$ cat config.mk
export PLATFORM = sky130hd
export DESIGN_NAME = instr_fetch_unit
export DESIGN_NICKNAME = d
export VERILOG_FILES = /design/src/rtl/instr_fetch_unit.sv
export SDC_FILE = /design/constraint.sdc
export NUM_CORES = 1
export LEC_CHECK = 0
export CAP_MARGIN = 20
export CORE_MARGIN = 3
export CORE_UTILIZATION = 40
export DETAILED_ROUTE_END_ITERATION = 12
export GPL_TIMING_DRIVEN = 0
export PLACE_DENSITY = 0.64
export SKIP_LAST_GASP = 1
export SYNTH_ARGS = -nofsm -noshare
export SYNTH_HDL_FRONTEND = slang
export SYNTH_SLANG_ARGS = --single-unit
$ cat constraint.sdc
create_clock -name CLK -period 3.65 [get_ports CLK]
set_clock_uncertainty 0.05 [all_clocks]
set_input_delay 0.73 -clock CLK [delete_from_list [all_inputs] [get_ports CLK]]
set_output_delay 0.73 -clock CLK [all_outputs]
set_load 0.02 [all_outputs]
$ cat src/rtl/instr_fetch_unit.sv
// Instruction-fetch stage: owns the PC, fetches words over a req/ack handshake and
// registers {instruction, PC, PC+4} toward decode, honouring redirects and freezes.
module instr_fetch_unit #(
    parameter logic [31:0] RESET_PC = 32'h0040_0000
) (
    input  logic        CLK,
    input  logic        RESET,
    input  logic [31:0] Alt_PC_IN,
    input  logic        Request_Alt_PC_IN,
    input  logic        WANT_FREEZE_IN,
    output logic        Imem_Req_OUT,
    output logic [31:0] Imem_Addr_OUT,
    input  logic        Imem_Ack_IN,
    input  logic [31:0] Imem_Data_IN,
    output logic [31:0] Instr1_OUT,
    output logic [31:0] Instr_PC_OUT,
    output logic [31:0] Instr_PC_Plus4_OUT
);

    typedef enum logic [1:0] {StIdle, StReq, StHold} state_e;

    state_e      state_q, state_d;
    logic [31:0] pc_q, pc_d;
    logic [31:0] instr_q, instr_d;
    logic [31:0] ipc_q, ipc_d;
    logic [31:0] ipc4_q, ipc4_d;
    logic [31:0] hold_instr_q, hold_instr_d;
    logic [31:0] hold_pc_q, hold_pc_d;
    logic        squash_q, squash_d;
    logic [31:0] pend_q, pend_d;

    logic [31:0] alt_pc;
    logic [31:0] pc_plus4;

    assign alt_pc   = {Alt_PC_IN[31:2], 2'b00};
    assign pc_plus4 = pc_q + 32'd4;

    assign Imem_Req_OUT       = (state_q == StReq);
    assign Imem_Addr_OUT      = pc_q;
    assign Instr1_OUT         = instr_q;
    assign Instr_PC_OUT       = ipc_q;
    assign Instr_PC_Plus4_OUT = ipc4_q;

    always_comb begin
        state_d      = state_q;
        pc_d         = pc_q;
        instr_d      = instr_q;
        ipc_d        = ipc_q;
        ipc4_d       = ipc4_q;
        hold_instr_d = hold_instr_q;
        hold_pc_d    = hold_pc_q;
        squash_d     = squash_q;
        pend_d       = pend_q;
        // Unfrozen cycles deliver a bubble unless an instruction is written below.
        if (!WANT_FREEZE_IN) begin
            instr_d = '0;
        end
        unique case (state_q)
            StIdle: begin
                state_d = StReq;
                if (Request_Alt_PC_IN) begin
                    pc_d = alt_pc;
                end
            end
            StReq: begin
                if (Request_Alt_PC_IN) begin
                    if (Imem_Ack_IN) begin
                        pc_d     = alt_pc;
                        squash_d = 1'b0;
                    end else begin
                        // Keep the outstanding request stable; drop its word when it lands.
                        squash_d = 1'b1;
                        pend_d   = alt_pc;
                    end
                end else if (Imem_Ack_IN) begin
                    if (squash_q) begin
                        squash_d = 1'b0;
                        pc_d     = pend_q;
                    end else begin
                        pc_d = pc_plus4;
                        if (WANT_FREEZE_IN) begin
                            hold_instr_d = Imem_Data_IN;
                            hold_pc_d    = pc_q;
                            state_d      = StHold;
                        end else begin
                            instr_d = Imem_Data_IN;
                            ipc_d   = pc_q;
                            ipc4_d  = pc_plus4;
                        end
                    end
                end
            end
            StHold: begin
                if (Request_Alt_PC_IN) begin
                    pc_d         = alt_pc;
                    hold_instr_d = '0;
                    hold_pc_d    = '0;
                    state_d      = StReq;
                end else if (!WANT_FREEZE_IN) begin
                    instr_d = hold_instr_q;
                    ipc_d   = hold_pc_q;
                    ipc4_d  = hold_pc_q + 32'd4;
                    state_d = StReq;
                end
            end
            default: state_d = StIdle;
        endcase
    end

    always_ff @(posedge CLK or negedge RESET) begin
        if (!RESET) begin
            state_q      <= StIdle;
            pc_q         <= RESET_PC;
            instr_q      <= '0;
            ipc_q        <= '0;
            ipc4_q       <= 32'd4;
            hold_instr_q <= '0;
            hold_pc_q    <= '0;
            squash_q     <= 1'b0;
            pend_q       <= '0;
        end else begin
            state_q      <= state_d;
            pc_q         <= pc_d;
            instr_q      <= instr_d;
            ipc_q        <= ipc_d;
            ipc4_q       <= ipc4_d;
            hold_instr_q <= hold_instr_d;
            hold_pc_q    <= hold_pc_d;
            squash_q     <= squash_d;
            pend_q       <= pend_d;
        end
    end

endmodule

======== Yosys cells after proc, flatten, opt, wreduce, memory -nomap -nowiden ========
Cells that the tools add are included.
storage, ports and cells
  bits of input ports ..................... 69
  register bits after elaboration ......... 225
  logic and storage cells ................. 84
  output and inout port bits .............. 129
operators by class
  reductions and logical operators ........ 11
  add/sub/neg operators ................... 2
  muxes and demuxes ....................... 49
  equality and inequality tests ........... 12
  bitwise logic cells ..................... 1
operators by type and width
  kind                     number
  $mux W32                 33
  $pmux W32 S2             6
  $add A32 B3 Y32 const B  2
  $ne A2 B2 Y1 const B     7
  $mux W2                  6
  $reduce_and A7 Y1        1
  $pmux W2 S3              1
  $reduce_and A3 Y1        2
  $reduce_and A6 Y1        1
  $reduce_bool A2 Y1       3
  $reduce_and A5 Y1        1
  $ne A2 B1 Y1 const B     2
  $mux W1                  3
  $ne A3 B3 Y1 const B     1
  $eq A2 B1 Y1 const B     1
  $eq A2 B2 Y1 const B     1
  $logic_not A2 Y1         1
  $reduce_and A2 Y1        1
  $reduce_or A2 Y1         1
  $not A1 Y1               1

======== Longest topological paths before layout ========
Gate-level depths: netlist of run 1.
  depth in word-level cells ............... 6
  gate-level depth with buffers ........... 10
  mapped depth without buffers ............ 7

======== Worst setup path before layout of run 1 ========
Ideal clock, no wire load.
  kind .................................... input -> register
  from .................................... in Request_Alt_PC_IN
  to ...................................... reg pc_q[30] (netlist: Imem_Addr_OUT[30])
  library setup time ...................... 65 ps
  data required time ...................... 3535 ps
  cell stages on the path ................. 8
  slack ................................... 1316 ps
  path buffers ............................ 4
  arrival ................................. 2219 ps
  path through ............................ buf_2 > or3_1 > clkbuf_1 > or3_1 > clkbuf_2 > buf_6 > nor3b_1 > a211o_1
between the ends
  word-level cells in the longest chain between the ends .. 2
  elaborated cells between the ends (all ways) .. 4
  classes of those cells .................. eq/ne: 1; mux: 2; reduce/logical: 1
RTL lines
  element                                            line  text
  from (decl)                                        9     input logic Request_Alt_PC_IN,
  $mux W32 or $ne A2 B1 Y1 (tied branches)           --
  $pmux W32 S2 or $reduce_and A3 Y1 (tied branches)  --
  to (signal assigned)                               123   pc_q <= pc_d;
  to (decl)                                          23    logic [31:0] pc_q, pc_d;
Parallel ways exist; a longest one is shown, timed or not.
A chain may end at the register's enable or synchronous reset.

======== Final worst setup path of run 1 ========
  from .................................... reg state_q[1]
  to ...................................... reg ipc4_q[4] (netlist: Instr_PC_Plus4_OUT[4])
between the ends
  word-level cells in the longest chain between the ends .. 3
  elaborated cells between the ends (all ways) .. 11
  classes of those cells .................. eq/ne: 8; mux: 1; reduce/logical: 2
RTL lines
  element                                                      line  text
  from (decl)                                                  22    state_e state_q, state_d;
  from (signal assigned)                                       112   state_q <= StIdle;
  from (signal assigned)                                       122   state_q <= state_d;
  $eq A2 B2 Y1 or $eq A2 B1 Y1 (tied branches)                 58    unique case (state_q)
  $ne A2 B2 Y1 (no source line), or another cell as far along  --
  $reduce_and A7 Y1 (no source line)                           --
  to (signal assigned)                                         126   ipc4_q <= ipc4_d;
  to (decl)                                                    26    logic [31:0] ipc4_q, ipc4_d;
Parallel ways exist; a longest one is shown, timed or not.

==> results of run 1 <==
## stage by stage
| step | worst slack [ns] | hold WS [ns] | area, um2 | util [%] | TNS, ns |
|---|---|---|---|---|---|
| floorplan | 1.316 | 0.3844 | 10820 | - | 0 |
| global placement | -7.727 | 0.3974 | 13160 | 49.95 | -1680.76 |
| detailed placement | 0.3665 | 0.4005 | 13200 | 50.07 | 0 |
| CTS | 0.7448 | 0.2569 | 13950 | 52.92 | 0 |
| global route | 0.5827 | 0.2776 | 13950 | 52.92 | 0 |
| finish | 0.7319 | 0.2326 | 13950 | 52.92 | 0 |
## final timing paths
path,endpoint,cells past startpoint,from
worst min register to register,Instr_PC_Plus4_OUT[2]$_DFFE_PN1P_,2,Instr_PC_Plus4_OUT[2]$_DFFE_PN1P_
max in group asynchronous,Imem_Addr_OUT[30]$_DFFE_PN0P_,2,RESET
worst max-delay path,Instr_PC_Plus4_OUT[4]$_DFFE_PN0P_,9,state_q[1]$_DFFE_PN0P_
worst max register to register,Instr_PC_Plus4_OUT[4]$_DFFE_PN0P_,9,state_q[1]$_DFFE_PN0P_
worst min-delay path,Instr1_OUT[25]$_DFF_PN0_,1,RESET
min in group CLK,Instr_PC_Plus4_OUT[2]$_DFFE_PN1P_,2,Instr_PC_Plus4_OUT[2]$_DFFE_PN1P_
## state kept, by name, indices dropped and copies added (netlist names)
name / count
Instr1_OUT: 32
hold_instr_q: 32
Instr_PC_OUT: 31
hold_pc_q: 31
Imem_Addr_OUT: 30
Instr_PC_Plus4_OUT: 30
pend_q: 30
state_q: 2
squash_q: 1
## where the power goes
part / switching, W / internal [W] / total, W
Sequential: 0.000917 / 0.00343 / 0.00435
Combinational: 0.00327 / 0.00223 / 0.00550
Clock: 0.000974 / 0.00139 / 0.00237
## worst max-delay path, delay by kind of cell (launching register included)
kind	cells	cell delay, ns
fa+ha+maj	1	0.35
flops	1	0.41
compound gates	2	0.44
simple gates	2	0.37
buf+inv	4	1.21
## layout make-up
class                           instances  area share, %
Buffer                                 98          2.996
Clock buffer                           41          5.131
Clock inverter                          2         0.2512
Inverter                               11         0.2960
Multi-Input combinational cell        851          35.00
Sequential cell                       219          39.31
Tap cell                              335          3.005
Timing Repair Buffer                  193          14.01
## routing by layer
metal  track usage (%)  vias to the layer above  routed length [um]
met5                 0                        -                   0
met1             33.19                     4692               15500
met3             3.577                       45                2209
li1                  -                     4593                   -
met4             5.362                        0                 727
met2             36.51                      347               15480
## cell usage after synthesis (3+ instances only)
master      n
mux2i_1    23
a21oi_1    45
nand2_1   260
a211o_1     3
inv_1      10
nor2b_1     3
a31oi_1    33
nand4_1    18
buf_2      16
nor3_1     11
o22ai_1     5
and4_1      5
o221ai_1    8
nand3b_1    3
o21a_1      3
dfrtp_1   217
xor2_1     24
clkbuf_1   64
nor2_1     58
clkbuf_2    3
o211ai_1    8
a22oi_1    33
a221o_1     7
o21ai_0   133
ha_1        7
buf_1       9
xnor2_1    18
mux2_2     31
and3_1     10
buf_4       5
or3_1       8
nand3_1    41
nor4_1     13
## cells by family after synthesis
kind of cell	Yosys count	share of synthesized area [%]
muxes	54	5.354
other	1	0.03466
DFF	219	50.68
xor gates and xnor gates	42	3.400
adders and majority gates	7	0.8095
AOI/OAI and AO/OA	297	16.58
buffers and inverters	109	4.244
and+or+nand+nor	449	18.90
==> results by group, run 1 <==
Route
  • Vias post-DR: approximately 9700
  • DR vias/cell: 5.530
  • Drt first pass iters: 5
  • DR WL/cell: ~19 um
  • Initial DRC count: just under 900
  • DRC violations left: 0
  • Antenna viol nets, final: 0
  • DRT Wirelength: 33.92 mm

Timing
  • Final Hold Viols: 0
  • Unrepaired setup endpoints after global routing: no
  • Max-slew violations: 0
  • FMAX: about 0.34 GHz
  • Minimum clock period: 2.918 ns
  • Final setup viols: 0
  • Final Cycle Share: approximately four fifths
  • Worst-Margin Slew: between 0.8 and 0.9 ns
  • Slew margin rel.: 41.83%

Final layout
  • Layout fillers: around 2400
  • Commonest non-fill, non-tap cell in the layout: nand2_1
  • Register Area: approximately 5500 um2
  • Layout cell share with drive strength beyond 1: 7.491%
  • Area of the multi-input gates: about 5000 um2
  • Finished Layout Cells: 1750
  • Synth-to-Final Area Change: 28.91%
  • Fin nets: around 1500
  • Ant diodes: 0
  • Commonest cells after routing, fill and taps aside: nand2_1, dfrtp_1, clkdlybuf4s50_1

Clock tree
  • # resized after CTS: 0
  • CTS Sinks: 219
  • Reg clk slew, reported paths: approximately 0.06 ns
  • Worst-case clock buffer depth: 3
  • Skew-Pair Late Insertion Delay: ~0.52 ns
  • Postcts setup bufs: 0
  • Cts hold-fix bufs: 0
  • TritonCTS buffer count: 25
  • H-tree levels: 1
  • Root buf cell: clkbuf_16
  • TritonCTS clock tree: yes

Power and ir drop
  • Total power draw: about 0.012 W
  • Power Density: 875.7 nW/um2
  • LEAKAGE: between 5 and 6 nW
  • Maximum vdd ir drop: ~400 uV

Worst setup path
  • CP Launch Type: register
  • Worst path max stage delay: between 0.5 and 0.6 ns
  • Crit path DAT: between 3 and 4 ns
  • Max Fanout on Critical Path: 10
  • Reg2reg setup slack: between 0.7 and 0.8 ns
  • Crit. End Element: register
  • Cell breakdown of the critical path: inv_1 > ha_1 > and3b_1 > buf_2 > o21a_1 > buf_2 > buf_1 > o211ai_1 > nand2_1
  • CP required: a little over 4 ns
  • WS Path Type: reg2reg
  • Slowest-stage cell, CP: buf_1
  • Crit-path most repeated cell: buf_2

GRT
  • Total gr overflow: 0
  • Pin count of the biggest net entering global routing: between 100 and 150
  • Initial antenna violation count: 0
  • Global-route wire length before repair: approximately 53 mm
  • Number of global-route vias before repair: ~9300
  • Tot GR Track Use: a little under a quarter

Floorplanning
  • Initial Util: between 40% and 50%
  • Placeable Area: 26350 um2
  • Die Width: ~170 um
  • Die Area: about 29000 um2
  • FP Rows: 59
  • Io pins: between 150 and 200
  • Die H: approximately 170 um

Status
  • Outcome: complete, no violations

Logic synthesis
  • Synth top area share: roughly 50%
  • Sequential share of the synthesized area: 50.68%
  • Async SR Flop Fraction: between 90% and 100%
  • Leading register cell type out of synthesis: dfrtp_1
  • Flops & latches, synth: between 200 and 250
  • Gate Count Post-Synth: about 1200
  • Cell variety after synth: between 60 and 70
  • Number of flops mapped to enable cells by yosys: 0
  • Cell type with the largest total area after synthesis: dfrtp_1
  • Synth warnings: 0
  • Avg Inst Size Synth: slightly above 9 um2
  • Mapped cell area: between 10000 and 15000 um2
  • Largest cells by area after synthesis: dfrtp_1, nand2_1, o21ai_0, mux2_2, a22oi_1

Place
  • Placed cells: approximately 1700
  • Post-DP HPWL: 25.15 mm
  • Input/output buffers: 192
  • Global placement routability congestion: about 0.85

Hold path
  • HP Class: in2async

Flow run
  • # Max-Cap Violations: 0
Note: power is estimated with default switching activity, not from simulation.
==> inputs of run 2 (changes only) <==
Clock period 3.65 ns to 3 ns, I/O delays scaled along.
==> results by group, run 2 (same netlist as run 1, synthesis figures left out) <==
Power and ir drop
  • LEAKAGE: 5.814 nW (+0.12%)
  • Maximum vdd ir drop: 494.8 uV (+22%)
  • Power Density: 1065 nW/um2 (+22%)

Final layout
  • Core Util, Final: 52.93% (about the same)
  • Ant diodes: 0 (unchanged)
  • Synth-to-Final Area Change: 28.93% (about the same)
  • Commonest cells after routing, fill and taps aside: nand2_1, dfrtp_1, clkdlybuf4s50_1
  • Commonest non-fill, non-tap cell in the layout: nand2_1
  • Fin nets: 1475 (unchanged)
  • Layout cell share with drive strength beyond 1: 7.633% (+0.14 points)

Route
  • Initial DRC count: 908 (+2.5%)
  • DR WL/cell: 19.36 um (about the same)
  • DR vias/cell: 5.529 (about the same)
  • Vias post-DR: 9675 (-0.021%)
  • DRC violations left: 0 (unchanged)
  • Drt first pass iters: 5 (unchanged)
  • Antenna viol nets, final: 0 (unchanged)
  • DRT Wirelength: 33.89 mm (about the same)

Worst setup path
  • CP Launch Type: register
  • CP required: 3.39 ns (-0.65 ns)
  • Max Fanout on Critical Path: 10 (unchanged)
  • Cell breakdown of the critical path: inv_1 > ha_1 > and3b_1 > buf_2 > a32oi_2 > clkbuf_1 > buf_2 > nand2_1 > o21ai_0
  • CP bufs+invs: 4 (unchanged)
  • Crit path DAT: 3.17 ns (-0.14 ns)
  • Slowest-stage cell, CP: a32oi_2
  • Worst R2R Path Depth: 9 (unchanged)
  • Worst path max stage delay: 0.50 ns (-0.03 ns)
  • Crit-path most repeated cell: buf_2
  • Cell family with most CP delay: buffers and inverters
  • Worst r2r src: state_q[1]$_DFFE_PN0P_
  • Reg2reg setup slack: 0.22 ns (-0.51 ns)
  • WS Path Type: reg2reg
  • RR Endpoint: hold_instr_q[16]$_DFFE_PN0P_
  • Crit. End Element: register

Flow run
  • # Max-Cap Violations: 0 (unchanged)

GRT
  • Pin count of the biggest net entering global routing: 117 (unchanged)
  • Number of global-route vias before repair: 9322 (unchanged)
  • Global-route wire length before repair: 52.99 mm (unchanged)
  • Tot GR Track Use: 22.95% (unchanged)
  • Initial antenna violation count: 0 (unchanged)
  • Total gr overflow: 0 (unchanged)

Timing
  • Unrepaired setup endpoints after global routing: yes
  • Max-slew violations: 0 (unchanged)
  • Minimum clock period: 2.782 ns (-0.1363 ns)
  • Hold_ws: 0.1037 ns (-0.1289 ns)
  • Final Hold Viols: 0 (unchanged)
  • Final Cycle Share: 92.72% (+13 points)
  • Worst-Margin Slew: 0.8738 ns (+0.009206 ns)
  • Slew margin rel.: 41.21% (-0.62 points)
  • FMAX: 0.3595 GHz (+4.9%)
  • Final setup viols: 0 (unchanged)

Place
  • Post-DP HPWL: 25.15 mm (unchanged)
  • Input/output buffers: 192 (unchanged)
  • Global placement routability congestion: 0.8524 (unchanged)

Status
  • Outcome: complete, no violations

Clock tree
  • Worst-case clock buffer depth: 3 (unchanged)
  • Skew-Pair Late Insertion Delay: 0.52 ns (about the same)
  • Postcts setup bufs: 0 (unchanged)
  • Root buf cell: clkbuf_16
  • # resized after CTS: 0 (unchanged)
  • Cts hold-fix bufs: 0 (unchanged)
  • TritonCTS buffer count: 25 (unchanged)
  • CTS Sinks: 219 (unchanged)
  • H-tree levels: 1 (unchanged)
  • TritonCTS clock tree: yes
  • Reg clk slew, reported paths: 0.06 ns (about the same)

Floorplanning
  • Initial Util: 41.05% (unchanged)
  • Placeable Area: 26350 um2 (unchanged)
  • Die Area: 29060 um2 (unchanged)
  • Io pins: 198 (unchanged)
  • FP Rows: 59 (unchanged)
  • Die Width: 170.5 um (unchanged)
  • Die H: 170.5 um (unchanged)

Hold path
  • HP Class: in2async
-- run 2: cell count changes in the layout (fill, tap and decap cells not counted), sizes merged --
cell | previous run | this run
buf | 33 | 31
clkbuf | 108 | 110
-- run 2: worst max-delay path by stage --
stage / slack (ns) / from / cells after the start / to
global route: -0.002 / state_q[0]$_DFFE_PN0P_ / 9 / Instr_PC_Plus4_OUT[22]$_DFFE_PN0P_
global placement: -8.25 / RESET / 1 / pend_q[28]$_DFFE_PN0P_
CTS: 0.09 / state_q[1]$_DFFE_PN0P_ / 9 / Instr_PC_Plus4_OUT[4]$_DFFE_PN0P_
detailed placement: -0.15 / Imem_Ack_IN / 8 / Instr_PC_Plus4_OUT[4]$_DFFE_PN0P_
finish: 0.22 / state_q[1]$_DFFE_PN0P_ / 9 / hold_instr_q[16]$_DFFE_PN0P_
floorplan: 0.72 / state_q[1]$_DFFE_PN0P_ / 9 / Imem_Addr_OUT[19]$_DFFE_PN0P_
-- run 2: cell type report --
| class | count | area (um2) |
|---|---|---|
| Buffer | 98 | 420.4 |
| Clock buffer | 41 | 715.7 |
| Clock inverter | 2 | 35.03 |
| Fill cell | 2431 | 12400 |
| Inverter | 11 | 41.29 |
| Multi-Input combinational cell | 851 | 4881 |
| Sequential cell | 219 | 5483 |
| Tap cell | 335 | 419.2 |
| Timing Repair Buffer | 193 | 1954 |
-- run 2: power by group --
group / internal (W) / switching [W] / leakage (nW)
Clock: 0.00170 / 0.00119 / 0.363
Sequential: 0.00417 / 0.00111 / 2.75
Combinational: 0.00271 / 0.00397 / 2.70
Total: 0.00858 / 0.00627 / 5.81
-- run 2: worst reg2reg max path, delay by kind of cell (launching register included) --
| kind | cells | cell delay (ns) |
|---|---|---|
| AO/OA/AOI/OAI | 2 | 0.59 |
| adder cells (fa/ha/maj) | 1 | 0.30 |
| flip-flops | 1 | 0.40 |
| AND/OR/NAND/NOR | 2 | 0.32 |
| buffers and inverters | 4 | 1.05 |
-- run 2: per-layer routing --
metal	wire (um)	GRT usage (%)
met1	15460	33.19
met2	15460	36.51
met3	2257	3.577
met4	709	5.362
met5	0	0
-- run 2: per-stage QoR --
stage               std cells  setup TNS (ns)  total power, W  instance area, um2  worst slack, ns
floorplan                1179               0        0.008994               10820           0.7206
global placement         1706        -1798.34         0.01185               13160           -8.247
detailed placement       1707          -4.661         0.01195               13200          -0.1535
CTS                      1750               0         0.01488               13950          0.09484
global route             1750       -0.001615         0.01579               13950        -0.001615
finish                   1750               0         0.01485               13950           0.2183
